===== src/rtl/serial_sub_pkg.sv =====
// ============================================================================
// Module  : serial_sub_pkg
// Brief   : Shared FSM encoding and counter sizing for serial arithmetic blocks
// Revision: 1.0 - initial release
// ============================================================================
`default_nettype none

package serial_sub_pkg;

  typedef enum logic [1:0] {
    ST_IDLE = 2'd0,
    ST_RUN  = 2'd1,
    ST_DONE = 2'd2
  } state_t;

  // Bit-position counter width; a 1-bit datapath still needs a 1-bit counter.
  function automatic int cnt_width(input int n);
    return (n > 1) ? $clog2(n) : 1;
  endfunction

endpackage

`default_nettype wire


===== src/rtl/serial_sub_full_sub_cell.sv =====
// ============================================================================
// Module  : full_sub_cell
// Brief   : Combinational 1-bit full subtractor (d = a - b - bin)
// Revision: 1.0 - initial release
// ============================================================================
`default_nettype none

module full_sub_cell (
  input  logic a,
  input  logic b,
  input  logic bin,
  output logic d,
  output logic bout
);

  assign d    = a ^ b ^ bin;
  assign bout = (~a & b) | (~(a ^ b) & bin);

endmodule

`default_nettype wire


===== src/rtl/serial_sub.sv =====
// ============================================================================
// Module  : serial_sub
// Brief   : Bit-serial N-bit subtractor with borrow behind valid/ready ports.
//           Optional signed-overflow output enabled by SERIAL_SUB_OVF_EN.
// Revision: 1.0 - initial release
// ============================================================================
`default_nettype none

module serial_sub
  import serial_sub_pkg::*;
#(
  parameter int N = 8
) (
  input  logic         clk,
  input  logic         rst,
  input  logic         in_valid,
  output logic         in_ready,
  input  logic [N-1:0] a,
  input  logic [N-1:0] b,
  input  logic         bin,
  output logic         out_valid,
  input  logic         out_ready,
  output logic [N-1:0] diff,
  output logic         bout
`ifdef SERIAL_SUB_OVF_EN
  ,
  output logic         ovf
`endif
);

  localparam int CW = cnt_width(N);

  state_t        state, state_nxt;
  logic [N-1:0]  a_sr, b_sr, a_nxt;
  logic [CW-1:0] cnt;
  logic          br, d, br_nxt, last;

  full_sub_cell u_cell (
    .a    (a_sr[0]),
    .b    (b_sr[0]),
    .bin  (br),
    .d    (d),
    .bout (br_nxt)
  );

  assign last = (cnt == CW'(N - 1));

  // Result bits enter the minuend register from the MSB side as it drains.
  generate
    if (N == 1) begin : g_shift_n1
      assign a_nxt = d;
    end else begin : g_shift_nx
      assign a_nxt = {d, a_sr[N-1:1]};
    end
  endgenerate

  always_ff @(posedge clk) begin
    if (rst) state <= ST_IDLE;
    else     state <= state_nxt;
  end

  always_comb begin
    state_nxt = state;
    in_ready  = 1'b0;
    out_valid = 1'b0;
    case (state)
      ST_IDLE: begin
        in_ready = 1'b1;
        if (in_valid) state_nxt = ST_RUN;
      end
      ST_RUN: begin
        if (last) state_nxt = ST_DONE;
      end
      ST_DONE: begin
        out_valid = 1'b1;
        if (out_ready) state_nxt = ST_IDLE;
      end
      default: state_nxt = ST_IDLE;
    endcase
  end

  always_ff @(posedge clk) begin
    if (rst) begin
      a_sr <= '0;
      b_sr <= '0;
      br   <= 1'b0;
      cnt  <= '0;
      diff <= '0;
      bout <= 1'b0;
`ifdef SERIAL_SUB_OVF_EN
      ovf  <= 1'b0;
`endif
    end else begin
      case (state)
        ST_IDLE: begin
          if (in_valid) begin
            a_sr <= a;
            b_sr <= b;
            br   <= bin;
            cnt  <= '0;
          end
        end
        ST_RUN: begin
          a_sr <= a_nxt;
          b_sr <= b_sr >> 1;
          br   <= br_nxt;
          cnt  <= cnt + 1'b1;
          if (last) begin
            diff <= a_nxt;
            bout <= br_nxt;
`ifdef SERIAL_SUB_OVF_EN
            // br is the borrow into the MSB on the final bit.
            ovf  <= br ^ br_nxt;
`endif
          end
        end
        default: ;
      endcase
    end
  end

endmodule

`default_nettype wire


===== config.mk =====
export PLATFORM = sky130hd
export DESIGN_NAME = serial_sub
export DESIGN_NICKNAME = d
export VERILOG_FILES = /design/src/rtl/serial_sub_pkg.sv /design/src/rtl/serial_sub_full_sub_cell.sv /design/src/rtl/serial_sub.sv
export SDC_FILE = /design/constraint.sdc
export NUM_CORES = 1
export LEC_CHECK = 0
export BUFFER_PORTS_ARGS = -buffer_cell sky130_fd_sc_hd__buf_4
export CAP_MARGIN = 10
export CORE_MARGIN = 2
export CORE_UTILIZATION = 48
export CTS_BUF_LIST = sky130_fd_sc_hd__clkbuf_4
export DETAILED_ROUTE_END_ITERATION = 8
export PLACE_DENSITY_LB_ADDON = 0.25
export SYNTH_ARGS = -nofsm -noshare
export SYNTH_HDL_FRONTEND = slang
export SYNTH_SLANG_ARGS = --single-unit

===== constraint.sdc =====
create_clock -name clk -period 3.2 [get_ports clk]
set_clock_uncertainty 0.05 [all_clocks]
set_input_delay 0.64 -clock clk [delete_from_list [all_inputs] [get_ports clk]]
set_output_delay 0.64 -clock clk [all_outputs]
set_load 0.1 [all_outputs]

==> implementation parameters <==
Parameter                              Value

Floorplan
  Die boundary height ... roughly 57 µm
  CORE AREA ... 0.00269 mm²
  Starting density of the core ... between 40% and 50%
  Die span in x ... 56.5 µm
  Boundary pin count ... 32
  Area enclosed by the die boundary ... 0.00319 mm²
  Count of standard-cell rows ... 19

Layout
  Flip-flop and latch area ... 621 µm²
  Antenna diode instance count ... 0
  Number of nets in the finished design ... 195
  Filler Cell Count ... between 200 and 300
  Footprint of the multi-input gates ... just over 600 µm²
  Non-filler instance count after layout ... 203
  Most frequent standard cell in the layout excluding fill and tap cells ... buf_4
  Commonest cells after routing, fill and taps aside ... buf_4 (32), dfxtp_1 (31), nand2_1 (23)
  Post-synthesis to final-layout area growth ... 21.6%
  Share of final-layout standard cells stronger than drive strength 1 ... 25.0%

Yosys
  Synth Warn # ... 0
  Cell area after synthesis ... 0.00132 mm²
  Synthesized area divided by synthesized cell count ... 9.19 µm²
  Adder and majority cell fraction of the synthesized area ... under 10%
  Compound-gate portion of the synthesized area ... about a quarter
  Parity-gate share of the synthesized area counting xor and xnor cells ... 0%
  Post-synthesis simple-gate area fraction ... ~16%
  Mux share of post-synthesis cell area ... 3.02%
  Unique cell type count in the Yosys netlist ... 26
  Post-synthesis register bit count ... 31
  Largest family of logic cells by synthesized area ... compound AO/OA/AOI/OAI gates
  Total nets after synthesis ... approximately 170
  Count of mapped cells out of synthesis ... 144
  Seq/Total Area, Yosys ... 46.9%

GRT
  First-pass GRT wire length ... 4660 µm
  Global Route met2 Usage ... 30.2%
  Leftover overflow at the end of global routing ... 0
  Vias in the first global route ... ~1000
  Global Route Usage Sum ... 18.9%
  Top Usage Layer GRT ... met2
  Met1 GRT Util ... 23.6%
  Number of antenna violations at the first check in global routing ... 0
  Global routing met3 resource utilization ... under 10%
  Pin count of the biggest net entering global routing ... 23

Clocking
  Setup bufs post-CTS ... 0
  CTS Buf Count ... 5
  Maximum level of the CTS H-tree ... 2
  CTS Hold Buffers Added ... 0
  Number of clock sinks ... 31
  Cell at the root of the clock tree ... clkbuf_4
  Quantity of gates resized following cts ... 0
  Worst-Skew Late Latency ... between 0.3 and 0.4 ns
  CTS max path bufs ... 2
  Clock transition at the registers of the reported paths ... 0.09 ns
  TritonCTS clock tree ... yes

Setup path
  Kind of capture point of the worst setup path ... output port
  Setup slack of the worst register-to-register path ... 1.46 ns
  Data arrival time of the critical path ... 1.53 ns
  Critical path class ... reg -> out
  Length in cells of the worst reg-to-reg path ... 3
  Worst R2R Start ... state[0]
  Startpoint Class ... flip-flop
  Critical-path maximum fanout ... 22
  Data required time at the worst endpoint ... 2.51 ns
  Critical R2R Capture ... bout

Timing
  Slew HR ... 57.8%
  Final setup fails ... 0
  Number of hold violations in the final report ... 0
  Sum Neg Setup Slack ... 0 ns
  Worst Tran Pin Value ... 0.632 ns
  Post-layout minimum cycle time ... 2.22 ns
  Achievable clock frequency ... 450 MHz
  Setup repair after global routing missed its margin ... no
  Period utilization ... 69.4%
  Max-slew violation count ... 0

Routing
  Starting DRT DRC Count ... 35
  DRT Pass-1 Iters ... 4
  Number of nets with antenna violations after routing ... 0
  Final routed wirelength across all metal layers ... 2760 µm
  Routed length per instance ... 13.6 µm
  Number of remaining DRC errors ... 0
  Mean number of vias per cell ... 5.43
  Number of vias after detailed routing ... 1103

Placed design
  Placed Cells ... 195
  Weighted congestion at the end of routability-driven global placement ... about 0.8
  Estimated wirelength of the detail-placed design ... roughly 1900 µm
  Number of I/O port buffers ... 31

Min path
  Hold path startpoint ... diff[6]
  Worst Hold Path Cells ... 2
  Min-Delay Endpoint ... diff[6]
  Kind of path behind the tightest hold check ... reg -> reg

Outcome
  Status ... complete, no violations

Pwr
  Maximum ir drop on the vdd rail ... 414 µV
  Pwr Density ... 499 mW/mm²
  P_leak ... 0.679 nW

Run
  Max-capacitance violation count ... 0
-- synthesized netlist by cell type --
master / n / area [µm²]
a21oi_1: 9 / 45.0
a22o_1: 9 / 78.8
a22oi_1: 8 / 60.1
a311oi_1: 1 / 8.76
a32oi_1: 1 / 8.76
buf_1: 1 / 3.75
buf_2: 4 / 20.0
buf_4: 1 / 7.51
buf_6: 2 / 22.5
clkbuf_1: 4 / 15.0
dfxtp_1: 31 / 621
fa_1: 1 / 20.0
ha_1: 2 / 25.0
inv_1: 3 / 11.3
mux2i_1: 4 / 40.0
nand2_1: 23 / 86.3
nand2b_1: 1 / 6.26
nand3_1: 5 / 25.0
nand3b_2: 1 / 11.3
nor2_1: 10 / 37.5
nor2b_1: 4 / 25.0
nor2b_4: 1 / 13.8
o21ai_0: 9 / 45.0
o21bai_4: 1 / 18.8
o2bb2ai_1: 7 / 61.3
or2_2: 1 / 6.26
-- registers in the layout (all words and copies together), names as in the netlist --
signal,count
diff,8
bout,1
state,2
a_sr,8
b_sr,8
cnt,3
br,1
-- final cells by class --
class / instances / share of cell area (%)
Clock buffer: 5 / 2.33
Tap cell: 31 / 2.41
Timing Repair Buffer: 32 / 14.9
Multi-Input combinational cell: 98 / 38.7
Sequential cell: 31 / 38.5
Clock inverter: 3 / 2.41
Inverter: 3 / 0.699
-- stage by stage --
stage | worst slack [ns] | power, mW | instance area, µm² | utilization, % | hold slack (ns)
global placement | 1.37 | 0.519 | 1530 | 57.1 | 0.393
detailed placement | 1.34 | 0.522 | 1530 | 57.1 | 0.397
finish | 0.978 | 0.803 | 1610 | 59.9 | 0.406
global route | 0.884 | 0.847 | 1610 | 59.9 | 0.424
CTS | 0.961 | 0.811 | 1610 | 59.9 | 0.410
floorplan | 0.714 | 0.492 | 1320 | - | 0.382
-- how the worst max path moves through the flow --
| stage | startpoint | endpoint | slack (ns) | cells after the start |
|---|---|---|---|---|
| 2_1_floorplan | state[0] | in_ready | 0.71 | 2 |
| 3_3_place_gp | state[0] | in_ready | 1.37 | 3 |
| 3_5_place_dp | state[0] | in_ready | 1.34 | 3 |
| 4_1_cts | state[0] | in_ready | 0.96 | 3 |
| 5_1_grt | state[0] | in_ready | 0.88 | 3 |
| 6_report | state[0] | in_ready | 0.98 | 3 |
-- worst max-delay path: stages, from the launching register on --
cell	delay (ns)
dfxtp_1	0.57
buf_4	0.31
nor2_1	0.08
buf_4	0.24
-- cells by family after synthesis --
family	Yosys count
AND/OR/NAND/NOR	46
flip-flops	31
adder cells (fa/ha/maj)	3
buffers and inverters	15
AO/OA/AOI/OAI	45
multiplexers	4
-- report_power, final --
part           switching, mW  internal (mW)  total [mW]  leakage [nW]
clock network          0.129          0.161       0.290        0.0426
logic                 0.0515         0.0436      0.0951         0.384
registers             0.0149          0.403       0.418         0.253
-- routing by layer --
| layer | vias to the layer above | part of all wire (%) |
|---|---|---|
| met1 | 509 | 46 |
| met5 | - | 0 |
| met2 | 25 | 49 |
| met3 | 5 | 4.0 |
| li1 | 564 | - |
| met4 | 0 | 1.3 |
Power figures use the tool's default switching activity.
